**src/rtl/mmio_bus_ctrl_pkg.sv**
```systemverilog
// Shared encodings and default device addresses for the MMIO bus controller
// and anything else that needs to classify CPU addresses.
package mmio_bus_ctrl_pkg;

    typedef enum logic [1:0] {
        TGT_RAM       = 2'b00,
        TGT_VGA       = 2'b01,
        TGT_UART_DATA = 2'b10,
        TGT_UART_STAT = 2'b11
    } target_e;

    typedef enum logic [1:0] {
        ST_IDLE,
        ST_RAM_ACC,
        ST_TX_WAIT,
        ST_RESP
    } state_e;

    localparam logic [15:0] DEF_UART_DATA_ADDR = 16'hBF00;
    localparam logic [15:0] DEF_UART_STAT_ADDR = 16'hBF01;
    localparam logic [15:0] DEF_VGA_ADDR       = 16'hBF0A;

endpackage

```
**src/rtl/mmio_addr_decode.sv**
```systemverilog
// Combinational address-to-target classifier; exact matches pick a device,
// everything else falls through to RAM.
module mmio_addr_decode
    import mmio_bus_ctrl_pkg::*;
#(
    parameter int                  ADDR_W         = 16,
    parameter logic [ADDR_W-1:0]   UART_DATA_ADDR = DEF_UART_DATA_ADDR,
    parameter logic [ADDR_W-1:0]   UART_STAT_ADDR = DEF_UART_STAT_ADDR,
    parameter logic [ADDR_W-1:0]   VGA_ADDR       = DEF_VGA_ADDR
) (
    input  logic [ADDR_W-1:0] addr_i,
    output target_e           target_o
);

    always_comb begin
        target_o = TGT_RAM;
        if (addr_i == UART_DATA_ADDR)      target_o = TGT_UART_DATA;
        else if (addr_i == UART_STAT_ADDR) target_o = TGT_UART_STAT;
        else if (addr_i == VGA_ADDR)       target_o = TGT_VGA;
    end

endmodule

```
**src/rtl/mmio_bus_ctrl.sv**
```systemverilog
// Single-outstanding MMIO controller: accepts one CPU request in IDLE, runs
// the RAM wait states or UART/VGA handshake, then strobes a one-cycle response.
module mmio_bus_ctrl
    import mmio_bus_ctrl_pkg::*;
#(
    parameter int                ADDR_W         = 16,
    parameter int                DATA_W         = 16,
    parameter logic [ADDR_W-1:0] UART_DATA_ADDR = DEF_UART_DATA_ADDR,
    parameter logic [ADDR_W-1:0] UART_STAT_ADDR = DEF_UART_STAT_ADDR,
    parameter logic [ADDR_W-1:0] VGA_ADDR       = DEF_VGA_ADDR,
    parameter int                RAM_WAIT       = 1
) (
    input  logic              clk,
    input  logic              rst,
    input  logic              req_valid,
    input  logic              req_we,
    input  logic [ADDR_W-1:0] req_addr,
    input  logic [DATA_W-1:0] req_wdata,
    output logic              req_ready,
    output logic              rsp_valid,
    output logic [DATA_W-1:0] rsp_rdata,
    output logic              ram_en,
    output logic              ram_we,
    output logic [ADDR_W-1:0] ram_addr,
    output logic [DATA_W-1:0] ram_wdata,
    input  logic [DATA_W-1:0] ram_rdata,
    input  logic [7:0]        uart_rx_data,
    input  logic              uart_rx_avail,
    output logic              uart_rx_pop,
    input  logic              uart_tx_ready,
    output logic [7:0]        uart_tx_data,
    output logic              uart_tx_push,
    output logic              vga_we,
    output logic [DATA_W-1:0] vga_data
);

    state_e            state_q;
    target_e           tgt;
    logic [3:0]        cnt_q;
    logic [7:0]        tx_byte_q;
    logic [DATA_W-1:0] vga_shadow_q;
    logic              rsp_valid_q, uart_rx_pop_q, vga_we_q;
    logic              ram_en_q, ram_we_q;
    logic [ADDR_W-1:0] ram_addr_q;
    logic [DATA_W-1:0] ram_wdata_q, rsp_rdata_q;
    logic [DATA_W-1:0] rx_ext, stat_ext;

    mmio_addr_decode #(
        .ADDR_W        (ADDR_W),
        .UART_DATA_ADDR(UART_DATA_ADDR),
        .UART_STAT_ADDR(UART_STAT_ADDR),
        .VGA_ADDR      (VGA_ADDR)
    ) u_dec (
        .addr_i  (req_addr),
        .target_o(tgt)
    );

    // Zero-extension written this way so DATA_W == 8 needs no zero-width replication.
    always_comb begin
        rx_ext        = '0;
        rx_ext[7:0]   = uart_rx_data;
        stat_ext      = '0;
        stat_ext[1:0] = {uart_rx_avail, uart_tx_ready};
    end

    always_ff @(posedge clk) begin
        if (!rst) begin
            state_q       <= ST_IDLE;
            cnt_q         <= '0;
            tx_byte_q     <= '0;
            vga_shadow_q  <= '0;
            rsp_valid_q   <= 1'b0;
            rsp_rdata_q   <= '0;
            uart_rx_pop_q <= 1'b0;
            vga_we_q      <= 1'b0;
            ram_en_q      <= 1'b0;
            ram_we_q      <= 1'b0;
            ram_addr_q    <= '0;
            ram_wdata_q   <= '0;
        end else begin
            rsp_valid_q   <= 1'b0;
            uart_rx_pop_q <= 1'b0;
            vga_we_q      <= 1'b0;
            case (state_q)
                ST_IDLE: if (req_valid) begin
                    tx_byte_q <= req_wdata[7:0];
                    case (tgt)
                        TGT_RAM: begin
                            ram_en_q    <= 1'b1;
                            ram_we_q    <= req_we;
                            ram_addr_q  <= req_addr;
                            ram_wdata_q <= req_wdata;
                            cnt_q       <= 4'(RAM_WAIT);
                            state_q     <= ST_RAM_ACC;
                        end
                        TGT_UART_DATA: begin
                            if (req_we) begin
                                state_q <= ST_TX_WAIT;
                            end else begin
                                // Non-blocking read: empty receiver returns 0 and pops nothing.
                                rsp_valid_q   <= 1'b1;
                                rsp_rdata_q   <= uart_rx_avail ? rx_ext : '0;
                                uart_rx_pop_q <= uart_rx_avail;
                                state_q       <= ST_RESP;
                            end
                        end
                        TGT_UART_STAT: begin
                            rsp_valid_q <= 1'b1;
                            rsp_rdata_q <= req_we ? '0 : stat_ext;
                            state_q     <= ST_RESP;
                        end
                        default: begin
                            rsp_valid_q <= 1'b1;
                            if (req_we) begin
                                vga_we_q     <= 1'b1;
                                vga_shadow_q <= req_wdata;
                                rsp_rdata_q  <= '0;
                            end else begin
                                rsp_rdata_q  <= vga_shadow_q;
                            end
                            state_q <= ST_RESP;
                        end
                    endcase
                end
                ST_RAM_ACC: begin
                    if (cnt_q == 4'd0) begin
                        ram_en_q    <= 1'b0;
                        ram_we_q    <= 1'b0;
                        rsp_valid_q <= 1'b1;
                        rsp_rdata_q <= ram_we_q ? '0 : ram_rdata;
                        state_q     <= ST_RESP;
                    end else begin
                        cnt_q <= cnt_q - 4'd1;
                    end
                end
                ST_TX_WAIT: if (uart_tx_ready) begin
                    rsp_valid_q <= 1'b1;
                    rsp_rdata_q <= '0;
                    state_q     <= ST_RESP;
                end
                default: begin
                    rsp_rdata_q <= '0;
                    state_q     <= ST_IDLE;
                end
            endcase
        end
    end

    // Push must coincide with the cycle the transmitter reports ready, so it is decoded, not registered.
    assign uart_tx_push = rst && (state_q == ST_TX_WAIT) && uart_tx_ready;
    assign uart_tx_data = (state_q == ST_TX_WAIT) ? tx_byte_q : 8'h00;
    assign req_ready    = rst && (state_q == ST_IDLE);
    assign rsp_valid    = rsp_valid_q;
    assign rsp_rdata    = rsp_rdata_q;
    assign uart_rx_pop  = uart_rx_pop_q;
    assign vga_we       = vga_we_q;
    assign vga_data     = vga_shadow_q;
    assign ram_en       = ram_en_q;
    assign ram_we       = ram_we_q;
    assign ram_addr     = ram_addr_q;
    assign ram_wdata    = ram_wdata_q;

endmodule

```
**config.mk**
```make
export PLATFORM = sky130hd
export DESIGN_NAME = mmio_bus_ctrl
export DESIGN_NICKNAME = d
export VERILOG_FILES = /design/src/rtl/mmio_bus_ctrl_pkg.sv /design/src/rtl/mmio_addr_decode.sv /design/src/rtl/mmio_bus_ctrl.sv
export SDC_FILE = /design/constraint.sdc
export NUM_CORES = 1
export LEC_CHECK = 0
export ABC_AREA = 1
export CAP_MARGIN = 15
export CORE_MARGIN = 2
export CORE_UTILIZATION = 41
export DETAILED_ROUTE_END_ITERATION = 7
export PLACE_DENSITY = 0.77
export SYNTH_ARGS = -nofsm -noshare
export SYNTH_HDL_FRONTEND = slang
export SYNTH_SLANG_ARGS = --single-unit
```
**constraint.sdc**
```tcl
create_clock -name clk -period 1.7 [get_ports clk]
set_input_delay 0.17 -clock clk [delete_from_list [all_inputs] [get_ports clk]]
set_output_delay 0.17 -clock clk [all_outputs]
set_load 0.02 [all_outputs]
```
## After elaboration in Yosys (flattened, before gate mapping)

Cells that the tools add are included.
W data, S select, Z words.

- Add/subtract/negate cells: 1
- Multiply operators: 0
- Divide/modulo/power cells: 0
- Order comparisons: 0
- Eq/ne operators: 14
- Shift operators: 0
- Multiplexer cells: 38
- Bitwise operators: 5
- Reduce and logical (&&, ||, !) cells: 17

Operators by type and width:

| cell | count |
|---|---|
| $mux W16 | 6 |
| $pmux W16 S3 | 2 |
| $eq A16 B16 Y1 const B | 3 |
| $mux W8 | 2 |
| $mux W1 | 12 |
| $mux W2 | 6 |
| $mux W4 | 3 |
| $reduce_and A4 Y1 | 3 |
| $ne A2 B2 Y1 const B | 5 |
| $pmux W4 S2 | 1 |
| $eq A2 B2 Y1 const B | 3 |
| $pmux W1 S2 | 3 |
| $pmux W2 S3 | 1 |
| $reduce_and A3 Y1 | 2 |
| $reduce_or A6 Y1 | 1 |
| $not A1 Y1 | 5 |
| $reduce_and A5 Y1 | 1 |
| $reduce_or A5 Y1 | 1 |
| $logic_not A2 Y1 | 2 |
| $logic_not A4 Y1 | 1 |
| $pmux W2 S2 | 1 |
| $sub A4 B1 Y4 const B | 1 |
| $logic_and A1 B1 Y1 | 3 |
| $ne A3 B3 Y1 const B | 1 |
| 6 further kinds | 6 |

- Bits in registers: 83
- Latch bits: 0
- Bits in writable memories: 0
- ROM bits: 0
- Output and inout bits: 79
- Logic and storage cells: 87
- Memories: 0

## Depth between registers and ports, before layout

Gate-level depths: netlist (run 1).

- Depth after elaboration: 8
- Mapped depth: 12
- Depth with buffers taken out: 11

## By module

A second synthesis (run 1) with hierarchy kept.

- Cells, all modules: 594
- Area, all modules: 3938.8 um2

By module, submodules not included:

| module | instances | cells each | area each (um2) |
|---|---|---|---|
| mmio_bus_ctrl | 1 | 554 | 3776.1 |
| mmio_addr_decode | 1 | 40 | 162.7 |

## Least setup slack after synthesis (run 1)

Ideal clock, no wire load.

- Kind: flip-flop to flip-flop
- From: reg state_q[0]
- To: reg vga_shadow_q[0], in the netlist vga_data[0]
- Library setup time: 0.116 ns
- Data arrival time: 1.531 ns
- Data required time: 1.584 ns
- Setup slack: 0.053 ns
- Stages on the path, launching flop included: 10
- Period minus slack after synthesis: 1.647 ns
- Path through: dfxtp_1 inv_1 ha_1 nand2_2 buf_2 nor3_2 nand3_2 buf_2 nor2_1 nor2_1

- Longest elaborated chain between the ends: 2

RTL lines:

| item | line | source |
|---|---|---|
| start: declaration | mmio_bus_ctrl.sv:37 | `state_e state_q;` |
| start signal: assignment | mmio_bus_ctrl.sv:68 | `state_q <= ST_IDLE;` |
| start signal: assignment | mmio_bus_ctrl.sv:94 | `state_q <= ST_RAM_ACC;` |
| start signal: assignment | mmio_bus_ctrl.sv:98 | `state_q <= ST_TX_WAIT;` |
| $logic_not A2 Y1 | mmio_bus_ctrl.sv:84 | `case (state_q)` |
| $reduce_and A4 Y1 (no line) | - |  |
| end signal: assignment | mmio_bus_ctrl.sv:116 | `vga_shadow_q <= req_wdata;` |
| end: declaration | mmio_bus_ctrl.sv:41 | `logic [DATA_W-1:0] vga_shadow_q;` |

Every way passes these cells.
A chain may end at the register's enable or synchronous reset.

## Final worst setup path (run 1)

- From: reg state_q[0]
- To: out uart_tx_data[4]

- Longest elaborated chain between the ends: 2

RTL lines:

| item | line | source |
|---|---|---|
| $eq A2 B2 Y1 | mmio_bus_ctrl.sv:151 | `assign uart_tx_data = (state_q == ST_TX_WAIT) ? tx_byte_q : 8'h00;` |
| $mux W8 | mmio_bus_ctrl.sv:151 |  |
| end: declaration | mmio_bus_ctrl.sv:31 | `output logic [7:0] uart_tx_data,` |

Every way passes these cells.

==> impl_metrics.toml, run 1 <==
[run_status]
status = "complete, no violations"

[sta]
min_period_ns = 1.629
slew_headroom = 0.6044
setup_violations = 0
rsz0062_at_grt = "yes"
worst_slew_pin_slew_ns = 0.5935
layout_setup_ws_ns = 0.07074
max_freq_ghz = 0.6138
whs_ns = 0.2082
min_period_over_period = 0.9584
setup_tns_ns = 0
finalMaxSlewViolations = 0
hold_viol = 0
clock_skew_ns = 0.01075

[run]
drv_cap = 0

[route]
vias = 4184
drt_iter0_drc = 206
drc_errors = 0
routed_via_density = 4.749
routed_wl_microns = 11940
ant_nets = 0
dr.pass1.iters = 4
wl_per_cell_microns = 13.55

[cts]
cts_root_buf = "clkbuf_8"
clk_latency_ns = 0.36
numCtsBuffers = 9
cts_sinks = 83
cts_max_level = 3
holdBufCountCts = 0
clk_path_buf_depth = 2
path_clk_slew_ns = 0.09
cts_tree = "yes"

[synthesis]
synth_seq_area_share = 0.4236
avgSynthCellArea_sq_um = 6.822
yosys-top-cells-area = "dfxtp_1 42%, nor2_1 13%, nand2_1 13%"
synth_nets = 643
ys_seq_elements = 83
yosysUniqueCellTypes = 40
synthCells = 575
ys.warnings.count = 0
synth.top_cell.area_share = 0.4236
syn_area_sq_um = 3923
synth.largest_area_cell = "dfxtp_1"

[min_path]
min_to = "uart_rx_pop$_SDFF_PP0_"
min_from = "rst"
hold-path-cell-count = 5
hp-class = "primary input to register"

[finish]
multiInputGateArea_sq_um = 2001
area.sequential_sq_um = 1663
drive_gt1_frac = 0.1529
final_common_cell = "nand2_1"
final_cell_mix = "129 x nand2_1, 128 x clkdlybuf4s50_1, 127 x nor2_1"
fill_cells = 815
area_delta_synth_final_pct = 53.49
fin_nets = 816
antenna_cells = 0

[placed_design]
gp_congestion = 0.8662
dp_hpwl_microns = 9034
io_buffers = 140
pre_cts_slack_ns = -0.3191

[grt]
grt_pass1_wl_microns = 18750
grt_max_degree = 66
grt_pass1_vias = 3957
overflow = 0
antenna_found_initial = 0
track_usage = 0.2294

[critical_path]
arrival_ns = 1.46
cpMostUsedCell = "inv_1"
slowest_stage = "dfxtp_2"
worst_r2r_endpoint = "rsp_rdata[9]$_SDFFE_PN0P_"
start_kind = "register"
crit_chain = "inv_1, ha_1, buf_4, nand2_1, inv_1, buf_2"
cp.required_ns = 1.53
rrSetupSlack_ns = 0.13
critPathMaxFanout = 8
worst_setup_path_end_kind = "output pin"
critPathKind = "register to output pin"
worstReg2RegStart = "state_q[0]$_SDFFE_PN0P_"
cp_slowest_stage_delay_ns = 0.34
rr_worst_depth = 10

[die]
fp.dieArea_sq_um = 10370
rows = 35
die_w_microns = 101.8
die_h_microns = 101.8
start_util = 0.4245
coreArea_sq_um = 9240
ioPinCount = 141

[power_and_ir_drop]
powerDensity_nw_per_um2 = 1481
ir_worst_vdd_mv = 0.9340
leakagePower_uw = 0.002752
[per-stage QoR]
step                        util  std cells  cell area [sq um]  power [uW]
final                     0.6516        881               6021        8915
after global routing      0.6516        881               6021        9526
after CTS                 0.6378        880               5893        8697
after detailed placement  0.6149        864               5682        6949
after global placement    0.6149        864               5682        6816
after floorplan                -        575               3923        5296
[synthesized netlist by cell type, drive strengths merged]
library cell,n
o21a,1
dfxtp,83
nand3b,2
nor2,137
clkbuf,11
o21ai,57
a211oi,7
nand4,4
or2,2
o211ai,7
buf,13
xnor2,1
ha,6
nand3,17
and3,1
nor3,2
a21oi,20
xor2,1
clkinv,2
inv,62
nor4,1
nand2,138
[critical path: cells and delay by family (launching register included)]
family | cells | cell delay, ns
fa+ha+maj | 1 | 0.20
buf+inv | 4 | 0.51
simple gates | 1 | 0.06
flops | 1 | 0.34
[repair_timing]
| action | 4_1_cts | 5_1_grt |
|---|---|---|
| gates resized for setup | 42 | 28 |
| endpoints found under the setup margin | 28 | 71 |
| cloned | 0 | 1 |
| setup buffers | 1 | 0 |
| pin swaps | 0 | 2 |
[final cells by class]
class	instances	share of cell area
clock buffers	9	0.02057
repair buffers	185	0.2847
multi-input cells	405	0.3323
clock inverters	6	0.01870
inverters	64	0.04073
flip-flops and latches	83	0.2762
well taps	129	0.02681
[worst max path at each step]
stage | startpoint | endpoint | slack, ns | cells past startpoint
final | state_q[0]$_SDFFE_PN0P_ | uart_tx_data[4] | 0.07 | 6
after global routing | req_addr[3] | rsp_rdata[15]$_SDFFE_PN0P_ | -0.02 | 11
after CTS | state_q[0]$_SDFFE_PN0P_ | rsp_rdata[9]$_SDFFE_PN0P_ | 0.01 | 10
after detailed placement | req_addr[10] | rsp_rdata[9]$_SDFFE_PN0P_ | -0.32 | 11
after global placement | req_addr[10] | rsp_rdata[0]$_SDFFE_PN0P_ | -0.23 | 10
after floorplan | state_q[0]$_SDFFE_PN0P_ | vga_data[0]$_SDFFE_PN0P_ | 0.05 | 9
[state kept, by name, indices dropped and copies added (netlist names), 2 cells and up]
signal,cells
tx_byte_q,8
ram_addr,16
ram_wdata,16
cnt_q,4
vga_data,16
rsp_rdata,16
state_q,2
[layer usage]
metal / track usage / share of wire / wire (microns)
met5: 0 / 0 / 0
met4: 0.08205 / 0.016 / 192
met3: 0.03352 / 0.053 / 636
met2: 0.4018 / 0.49 / 5791
met1: 0.2877 / 0.45 / 5320
[power by group]
group | leakage (uW) | internal, uW | switching, uW | total, uW
clock | 0.000120 | 977 | 760 | 1740
combinational | 0.00195 | 1890 | 2510 | 4400
sequential | 0.000682 | 2490 | 290 | 2780
total | 0.00275 | 5350 | 3560 | 8920
[logic make-up (layout without fill, tap and decap cells)]
family,after synthesis,count (layout),share of synthesized area
AOI/OAI and AO/OA,92,92,0.1305
xor gates and xnor gates,2,2,0.004467
adders and majority gates,6,6,0.01914
buffers and inverters,88,264,0.09793
DFF,83,83,0.4236
and+or+nand+nor,304,305,0.3244
Power figures use the tool's default switching activity.
==> run 2, diff against run 1 <==
TNS_END_PERCENT = 5   (was not set)
==> run 2 against run 1 <==
Worst hold slack improved by 0.0053 ns; clock skew fell by 0.0023 ns; clock-buffer cell count did not move; core utilization fell by 0.58 points; sequential share of layout area rose by 0.25 points; combinational power barely moved; via count fell by 0.36%; cell count fell by 0.11%; global-route usage barely moved; register-to-register slack barely moved; largest power group unchanged.
==> impl_metrics.toml, run 2 (synthesis gave the netlist of run 1 again) <==
[cts]
cts_setup_buffers = 0
clk_latency_ns = 0.35
numCtsBuffers = 9
cts_root_buf = "clkbuf_8"
cts_sinks = 83
cts_max_level = 3
path_clk_slew_ns = 0.09
cts_tree = "yes"
holdBufCountCts = 0
clk_path_buf_depth = 2

[sta]
worst_slew_pin_slew_ns = 0.5870
setup_violations = 0
min_period_ns = 1.613
slew_headroom = 0.6086
layout_setup_ws_ns = 0.08735
setup_tns_ns = 0
clock_skew_ns = 0.008496
finalMaxSlewViolations = 0
rsz0062_at_grt = "yes"
max_freq_ghz = 0.6201
hold_viol = 0
min_period_over_period = 0.9486

[power_and_ir_drop]
p_switching_uw = 3540
powerDensity_nw_per_um2 = 1487
swShare = 0.3988
pwr-share-seq = 0.314
clkPwrFrac = 0.195
power_frac_comb = 0.492
ir_worst_vdd_mv = 0.9337
p_int_uw = 5336
leakagePower_uw = 0.002739

[placed_design]
dp_hpwl_microns = 9034
gp_congestion = 0.8662
pre_cts_slack_ns = -0.3191
io_buffers = 140

[critical_path]
worst_r2r_endpoint = "ram_addr[7]$_SDFFE_PN0P_"
rr_worst_depth = 9
slowest_stage = "clkdlybuf4s50_1"
critPathKind = "register to output pin"
cp.required_ns = 1.53
critPathBufInv = 1
crit_start = "ram_we$_SDFFE_PN0P_"
cp_top_family = "buffers and inverters"
critPathMaxFanout = 3
crit_chain = "clkdlybuf4s50_1"
rrSetupSlack_ns = 0.14
cp_slowest_stage_delay_ns = 0.65
worst_setup_path_end_kind = "output pin"
arrival_ns = 1.44
worstReg2RegStart = "state_q[0]$_SDFFE_PN0P_"
start_kind = "register"

[die]
start_util = 0.4245
ioPinCount = 141
fp.dieArea_sq_um = 10370
rows = 35
die_w_microns = 101.8
coreArea_sq_um = 9240
die_h_microns = 101.8

[run_status]
status = "complete, no violations"

[route]
dr.pass1.iters = 4
vias = 4169
drc_errors = 0
wl_per_cell_microns = 13.47
routed_wl_microns = 11850
ant_nets = 0
routed_via_density = 4.738
drt_iter0_drc = 212

[grt]
antenna_found_initial = 0
grt_pass1_wl_microns = 18710
grt_max_degree = 66
track_usage = 0.2290
overflow = 0
grt_pass1_vias = 3953

[finish]
fill_cells = 815
antenna_cells = 0
final_cell_mix = "131 x nor2_1, 129 x nand2_1, 128 x clkdlybuf4s50_1"
area_delta_synth_final_pct = 52.12
final_common_cell = "nor2_1"
fin_nets = 815
drive_gt1_frac = 0.1451

[min_path]
hold-path-cell-count = 5
min_from = "rst"
hp-class = "primary input to register"
min_to = "uart_rx_pop$_SDFF_PP0_"

[run]
drv_cap = 0
## run 2: cell count changes in the layout (fill, tap and decap cells not counted), sizes merged
cell	previous run	this run
buf	55	54
## run 2: power groups by stage
| stage | sequential, uW | combinational [uW] | clock (uW) |
|---|---|---|---|
| after floorplan | 3310 | 1990 | 0 |
| after global placement | 2800 | 4020 | 0 |
| after detailed placement | 2820 | 4130 | 0 |
| after CTS | 2780 | 4170 | 1750 |
| after global routing | 2850 | 4820 | 1830 |
| final | 2780 | 4370 | 1730 |
## run 2: worst max-delay path by stage
stage,end,cells past startpoint
final,ram_we,1
after global routing,rsp_rdata[15]$_SDFFE_PN0P_,11
after CTS,rsp_rdata[9]$_SDFFE_PN0P_,10
after detailed placement,rsp_rdata[9]$_SDFFE_PN0P_,11
after global placement,rsp_rdata[0]$_SDFFE_PN0P_,10
after floorplan,vga_data[0]$_SDFFE_PN0P_,9
## run 2: timing repair
| action | 4_1_cts | 5_1_grt |
|---|---|---|
| pin swaps | 0 | 2 |
| resized for setup | 43 | 17 |
| cloned | 0 | 1 |
| setup endpoints to repair | 28 | 43 |
## run 2: final cells by class
class                           instances  area (sq um)  share of cell area
Sequential cell                        83          1663              0.2787
Tap cell                              129         161.4             0.02705
Clock buffer                            9         123.9             0.02076
Timing Repair Buffer                  184          1699              0.2848
Multi-Input combinational cell        405          1962              0.3288
Inverter                               64         245.2             0.04110
Clock inverter                          6         112.6             0.01887
## run 2: metrics by stage
stage	utilization	power (uW)	area [sq um]	hold slack (ns)	std cells
after floorplan	-	5296	3923	0.2978	575
after global placement	0.6149	6816	5682	0.4551	864
after detailed placement	0.6149	6949	5682	0.4604	864
after CTS	0.6372	8690	5888	0.2036	879
after global routing	0.6458	9499	5967	0.2138	880
final	0.6458	8875	5967	0.2135	880
## run 2: layer usage
layer / part of all wire / global-route usage / wire length [microns]
met1: 0.45 / 0.2873 / 5375
met2: 0.49 / 0.4008 / 5798
met3: 0.045 / 0.03352 / 532
met4: 0.012 / 0.08205 / 144
met5: 0 / 0 / 0
